`src/rtl/uart_rx_if.sv`:
```
// uart_rx_if: serial line, frame configuration and received-word outputs of the UART receiver
interface uart_rx_if #(
  parameter int DATA_WIDTH = 8,
  parameter int PRESCALE_W = 6
);
  logic                  rx;
  logic                  par_en;
  logic                  par_typ;
  logic [PRESCALE_W-1:0] prescale;
  logic [DATA_WIDTH-1:0] p_data;
  logic                  data_valid;
  logic                  par_err;
  logic                  stp_err;
  logic                  busy;
  modport master (
    output rx, par_en, par_typ, prescale,
    input  p_data, data_valid, par_err, stp_err, busy
  );
  modport slave (
    input  rx, par_en, par_typ, prescale,
    output p_data, data_valid, par_err, stp_err, busy
  );
endinterface

```
`src/rtl/uart_rx.sv`:
```
// uart_rx: oversampling UART receiver; define UART_RX_MAJORITY_EN for 3-sample majority voting
module uart_rx #(
  parameter int DATA_WIDTH = 8,
  parameter int PRESCALE_W = 6
) (
  input  logic     clk_i,
  input  logic     rst_ni,
  uart_rx_if.slave bus
);
  localparam int BW = $clog2(DATA_WIDTH);
  localparam logic [BW-1:0] LAST = BW'(DATA_WIDTH - 1);
  typedef enum logic [2:0] {IDLE, START, DATA, PARITY, STOP} state_t;
  state_t                state_q;
  logic                  rx_meta_q, rx_s_q;
  logic [PRESCALE_W-1:0] edge_cnt_q, prescale_q;
  logic [BW-1:0]         bit_cnt_q;
  logic                  par_en_q, par_typ_q, par_bad_q;
  logic [DATA_WIDTH-1:0] shift_q, p_data_q;
  logic                  data_valid_q, par_err_q, stp_err_q, busy_q;
  logic [PRESCALE_W-1:0] half, dec_pt;
  logic                  wrap, dec, bit_v, frame_ok;
  assign half = prescale_q >> 1;
  assign wrap = edge_cnt_q == prescale_q - 1'b1;
`ifdef UART_RX_MAJORITY_EN
  logic s0_q, s1_q;
  assign dec_pt = half + 1'b1;
  assign bit_v  = (s0_q & s1_q) | (s0_q & rx_s_q) | (s1_q & rx_s_q);
  // capture the two early votes; the third is the live sample at the decision point
  always_ff @(posedge clk_i or negedge rst_ni)
    if (!rst_ni) begin
      s0_q <= 1'b1;
      s1_q <= 1'b1;
    end else begin
      if (edge_cnt_q == half - 1'b1) s0_q <= rx_s_q;
      if (edge_cnt_q == half) s1_q <= rx_s_q;
    end
`else
  assign dec_pt = half;
  assign bit_v  = rx_s_q;
`endif
  assign dec      = edge_cnt_q == dec_pt;
  assign frame_ok = bit_v & ~(par_en_q & par_bad_q);
  // two-flop synchronizer for the asynchronous line, idling high
  always_ff @(posedge clk_i or negedge rst_ni)
    if (!rst_ni) begin
      rx_meta_q <= 1'b1;
      rx_s_q    <= 1'b1;
    end else begin
      rx_meta_q <= bus.rx;
      rx_s_q    <= rx_meta_q;
    end
  // frame FSM; STOP decides early so a start edge right at the stop-bit end is not missed
  always_ff @(posedge clk_i or negedge rst_ni)
    if (!rst_ni) begin
      state_q      <= IDLE;
      edge_cnt_q   <= '0;
      bit_cnt_q    <= '0;
      prescale_q   <= '0;
      par_en_q     <= 1'b0;
      par_typ_q    <= 1'b0;
      par_bad_q    <= 1'b0;
      shift_q      <= '0;
      p_data_q     <= '0;
      data_valid_q <= 1'b0;
      par_err_q    <= 1'b0;
      stp_err_q    <= 1'b0;
      busy_q       <= 1'b0;
    end else begin
      data_valid_q <= 1'b0;
      par_err_q    <= 1'b0;
      stp_err_q    <= 1'b0;
      edge_cnt_q   <= wrap ? '0 : edge_cnt_q + 1'b1;
      case (state_q)
        IDLE: begin
          busy_q     <= ~rx_s_q;
          edge_cnt_q <= '0;
          if (!rx_s_q) begin
            state_q    <= START;
            edge_cnt_q <= PRESCALE_W'(1);
            bit_cnt_q  <= '0;
            par_bad_q  <= 1'b0;
            prescale_q <= bus.prescale;
            par_en_q   <= bus.par_en;
            par_typ_q  <= bus.par_typ;
          end
        end
        START:
          if (dec && bit_v) begin
            state_q    <= IDLE;
            busy_q     <= 1'b0;
            edge_cnt_q <= '0;
          end else if (wrap) state_q <= DATA;
        DATA: begin
          if (dec) shift_q[bit_cnt_q] <= bit_v;
          if (wrap) begin
            bit_cnt_q <= bit_cnt_q == LAST ? '0 : bit_cnt_q + 1'b1;
            if (bit_cnt_q == LAST) state_q <= par_en_q ? PARITY : STOP;
          end
        end
        PARITY: begin
          if (dec) par_bad_q <= bit_v ^ (^shift_q) ^ par_typ_q;
          if (wrap) state_q <= STOP;
        end
        STOP:
          if (dec) begin
            stp_err_q    <= ~bit_v;
            par_err_q    <= par_en_q & par_bad_q;
            data_valid_q <= frame_ok;
            if (frame_ok) p_data_q <= shift_q;
            state_q      <= IDLE;
            edge_cnt_q   <= '0;
          end
        default: state_q <= IDLE;
      endcase
    end
  assign bus.p_data     = p_data_q;
  assign bus.data_valid = data_valid_q;
  assign bus.par_err    = par_err_q;
  assign bus.stp_err    = stp_err_q;
  assign bus.busy       = busy_q;
endmodule

```
`src/flat_wrapper.sv`:
```
// flat-port wrapper written by rule: the top's interface ports become plain ports
module uart_rx_flat 
#(
  parameter int DATA_WIDTH = 8,
  parameter int PRESCALE_W = 6
)
  (clk_i, rst_ni, bus_rx, bus_par_en, bus_par_typ, bus_prescale, bus_p_data, bus_data_valid, bus_par_err, bus_stp_err, bus_busy);
  uart_rx_if #(.DATA_WIDTH(DATA_WIDTH), .PRESCALE_W(PRESCALE_W)) bus_i ();
  input  logic clk_i;
  input  logic rst_ni;
  input wire logic [$bits(bus_i.rx)-1:0] bus_rx;
  input wire logic [$bits(bus_i.par_en)-1:0] bus_par_en;
  input wire logic [$bits(bus_i.par_typ)-1:0] bus_par_typ;
  input wire logic [$bits(bus_i.prescale)-1:0] bus_prescale;
  output wire logic [$bits(bus_i.p_data)-1:0] bus_p_data;
  output wire logic [$bits(bus_i.data_valid)-1:0] bus_data_valid;
  output wire logic [$bits(bus_i.par_err)-1:0] bus_par_err;
  output wire logic [$bits(bus_i.stp_err)-1:0] bus_stp_err;
  output wire logic [$bits(bus_i.busy)-1:0] bus_busy;
  assign bus_i.rx = bus_rx;
  assign bus_i.par_en = bus_par_en;
  assign bus_i.par_typ = bus_par_typ;
  assign bus_i.prescale = bus_prescale;
  assign bus_p_data = bus_i.p_data;
  assign bus_data_valid = bus_i.data_valid;
  assign bus_par_err = bus_i.par_err;
  assign bus_stp_err = bus_i.stp_err;
  assign bus_busy = bus_i.busy;
  uart_rx #(.DATA_WIDTH(DATA_WIDTH), .PRESCALE_W(PRESCALE_W)) u_core (.clk_i(clk_i), .rst_ni(rst_ni), .bus(bus_i));
endmodule
```
`config.mk`:
```
export PLATFORM = sky130hd
export DESIGN_NAME = uart_rx_flat
export DESIGN_NICKNAME = d
export VERILOG_FILES = /design/src/rtl/uart_rx_if.sv /design/src/rtl/uart_rx.sv /design/src/flat_wrapper.sv
export SDC_FILE = /design/constraint.sdc
export NUM_CORES = 1
export LEC_CHECK = 0
export ABC_AREA = 1
export CORE_UTILIZATION = 51
export CTS_CLUSTER_SIZE = 28
export DETAILED_ROUTE_END_ITERATION = 16
export PLACE_DENSITY_LB_ADDON = 0.12
export SYNTH_ARGS = -nofsm -noshare
export SYNTH_HDL_FRONTEND = slang
export SYNTH_SLANG_ARGS = --single-unit
```
`constraint.sdc`:
```
create_clock -name clk_i -period 1.7 [get_ports clk_i]
set_input_delay 0.34 -clock clk_i [delete_from_list [all_inputs] [get_ports clk_i]]
set_output_delay 0.34 -clock clk_i [all_outputs]
set_load 0.02 [all_outputs]
```
==> results.sh <==
export IMPL_synth_cell_types=26
export IMPL_reg2reg_depth=10
export IMPL_yosysWarnings=0
export IMPL_clockBufferDepth=2
export IMPL_status="complete, but fails checks"
export IMPL_insertion_delay_ns=0.30
export IMPL_setup_violations_final=0
export IMPL_dr_first_iter_drc_count=199
export IMPL_grtUsageTotal=0.2216
export IMPL_dp_slack_ns=0.002860
export IMPL_fin_crit_sh=0.9644
export IMPL_drc=0
export IMPL_postLayoutCellArea_um2=2778
export IMPL_crit_top_cell="nand2_1"
export IMPL_synth_edf_count=0
export IMPL_io_buffer_count=22
export IMPL_wl_per_cell_um=12.32
export IMPL_regToRegSetupSlack_ns=0.06
export IMPL_p_total_uw=4171
export IMPL_regToRegEndpoint="u_core.bit_cnt_q[2]$_DFFE_PN0P_"
export IMPL_area_growth_pct=25.21
export IMPL_std_cell_rows=23
export IMPL_synthFlopType="dfrtp_1"
export IMPL_violations="negative hold slack"
export IMPL_fin_ws_ns=0.06060
export IMPL_cts_made_buffers=5
export IMPL_cts_tree="yes"
export IMPL_post_synth_top_area_cell="dfrtp_1"
export IMPL_vias_per_cell=5.013
export IMPL_power_density_nw_per_um2=1502
export IMPL_critical_path_class="reg2reg"
export IMPL_cts_sinks=43
export IMPL_finClkSkew_ns=0.007982
export IMPL_rr_startpoint="u_core.prescale_q[1]$_DFFE_PN0P_"
export IMPL_detail_route_antenna_nets=0
export IMPL_cts_hold_buf=0
export IMPL_hold_viol=12
export IMPL_clk_pin_slew_ns=0.08
export IMPL_via_count=1875
export IMPL_cts_root_buffer_cell="clkbuf_8"
export IMPL_cts_htree_levels=2
export IMPL_crit_fanout=4
export IMPL_cp_required_ns=1.94
export IMPL_vdd_drop_max_uv=930.7
export IMPL_rsz0062_at_grt="yes"
export IMPL_ys_seq_elements=43
export IMPL_drive_gt1_frac=0.1605
export IMPL_dieWidth_um=67.95
export IMPL_synth_top_area_frac=0.4625
export IMPL_cp_arrival_ns=1.88
export IMPL_syn_num_nets=299
export IMPL_p_leak_uw=0.001364
export IMPL_grt_overflow=0
export IMPL_fp_dieH_um=67.95
export IMPL_grt_pass1_vias=1647
export IMPL_synth_cells=284
export IMPL_hpwlAfterDp_um=3200
export IMPL_ioPinCount=23
export IMPL_path_cells="inv_2 > ha_4 > xnor2_1 > nor2_1 > nand2_1 > nor2_2 > nand4_1 > nand2_2 > nand2_1 > nand2_1"
export IMPL_post_synth_instance_area_um2=2218
export IMPL_hold_path_class="in2async"
export IMPL_place_inst=362
export IMPL_dr_pass1_iters=5
export IMPL_max_stage_delay_ns=0.42
export IMPL_cap_violations=0
export IMPL_grt_max_degree=44
export IMPL_yosysMostFrequentCell="nand2_1"
export IMPL_timing_hold_ws_ns=-0.02122
export IMPL_end_kind="flop"
export IMPL_slowest_stage="dfrtp_1"
export IMPL_place_area_um2=2559
export IMPL_synthTopCellsByArea="dfrtp_1 (46%), nand2_1 (17%), nand3_1 (6.8%)"
export IMPL_layout_nets=338
export IMPL_die_area_um2=4617
export IMPL_startpoint_type="flop"
export IMPL_worstMarginPinSlew_ns=0.2930
export IMPL_antenna_found_initial=0
export IMPL_gp_congestion=0.8814
export IMPL_start_util=0.5429
export IMPL_stdcell_count=374
export IMPL_fmax_ghz=0.6100
export IMPL_grt_pass1_wl_um=7479
export IMPL_slew_headroom=0.8045
export IMPL_fin_crit_ns=1.639
export IMPL_slew_viol_final=0
export IMPL_ys_seq_area_frac=0.4862
export IMPL_postSynth_asyncResetShare=1.000
export IMPL_syn_avg_cell_area_um2=7.811
export IMPL_routed_wl_um=4607
export IMPL_synthTopCellsByCount="nand2_1 (100), dfrtp_1 (41), nand3_1 (30)"
export IMPL_coreArea_um2=4086
export IMPL_diodes=0
==> per-stage QoR <==
stage               hold slack [ns]  setup TNS (ns)  utilization
CTS                        0.001869               0       0.6592
global placement             0.3332               0       0.6261
detailed placement           0.3341               0       0.6261
global route                0.01422          -1.135       0.6797
finish                     -0.02122               0       0.6797
floorplan                   0.04441               0            -
==> metal layers <==
layer / global-route usage / part of all wire / up-vias
met2: 0.3162 / 0.45 / 43
li1: - / - / 972
met5: 0 / 0 / -
met3: 0.05500 / 0.048 / 6
met1: 0.3259 / 0.49 / 854
met4: 0.07031 / 0.012 / 0
==> power breakdown <==
part	switching, uW	internal, uW
clock	361	587
sequential	209	1240
combinational	1100	684
total	1660	2510
==> area by class of cell <==
class / instances / area (um^2)
clock buffer: 6 / 72.57
clock inverter: 2 / 60.06
fill: 342 / 1309
inverter: 32 / 126.4
multi-input combinational: 207 / 1056
sequential: 43 / 1079
tap: 50 / 62.56
timing repair buffer: 34 / 321.6
==> worst max-delay path, delay by kind of cell (launching register included) <==
kind | cells | cell delay (ns)
fa+ha+maj | 1 | 0.19
simple gates | 7 | 0.77
xor+xnor | 1 | 0.11
buf+inv | 1 | 0.09
flops | 1 | 0.42
==> how the worst max path moves through the flow <==
stage / start / end
global route: u_core.prescale_q[4]$_DFFE_PN0P_ / u_core.shift_q[5]$_DFFE_PN0P_
floorplan: u_core.prescale_q[0]$_DFFE_PN0P_ / u_core.state_q[0]$_DFFE_PN0P_
global placement: u_core.prescale_q[0]$_DFFE_PN0P_ / u_core.state_q[1]$_DFFE_PN0P_
CTS: u_core.prescale_q[0]$_DFFE_PN0P_ / u_core.state_q[0]$_DFFE_PN0P_
detailed placement: u_core.prescale_q[0]$_DFFE_PN0P_ / u_core.state_q[0]$_DFFE_PN0P_
finish: u_core.prescale_q[1]$_DFFE_PN0P_ / u_core.bit_cnt_q[2]$_DFFE_PN0P_
==> cell usage in the layout, fill, tap and decap left out, types with 2 or more instances in the layout <==
master,instances
nor2_2,6
a21oi_1,2
bufinv_16,2
nor3_1,2
ha_1,3
nand2_2,3
dfrtp_1,41
nor2_1,20
nand2_1,97
nand3_2,6
inv_1,22
dfstp_2,2
o21ai_1,9
clkbuf_8,5
xnor2_1,7
nand3_1,25
xor2_1,6
o21ai_0,11
clkdlybuf4s50_1,21
inv_2,8
buf_4,10
nand4_1,3
==> flip-flops by register name, summed over array words and instances (netlist names) <==
name                   count
u_core.state_q             3
u_core.par_en_q            1
u_core.shift_q             8
u_core.bit_v               1
u_core.bit_cnt_q           3
u_core.edge_cnt_q          6
u_core.prescale_q          6
u_core.par_bad_q           1
u_core.bus.par_err         1
u_core.bus.p_data          8
u_core.bus.busy            1
u_core.bus.data_valid      1
u_core.par_typ_q           1
u_core.rx_meta_q           1
u_core.bus.stp_err         1
==> cell families after synthesis <==
group                    synth area share
flip-flops                         0.4862
AO/OA/AOI/OAI                     0.05358
XOR/XNOR                          0.05133
adder cells (fa/ha/maj)           0.02256
buffers and inverters             0.06148
AND/OR/NAND/NOR                    0.3249
==> repair_timing <==
action / CTS / global route
pin swaps: 0 / 8
setup endpoints to repair: 2 / 28
resized for setup: 1 / 15
buffers inserted: 0 / 4
Note: power is estimated with default switching activity, not from simulation.
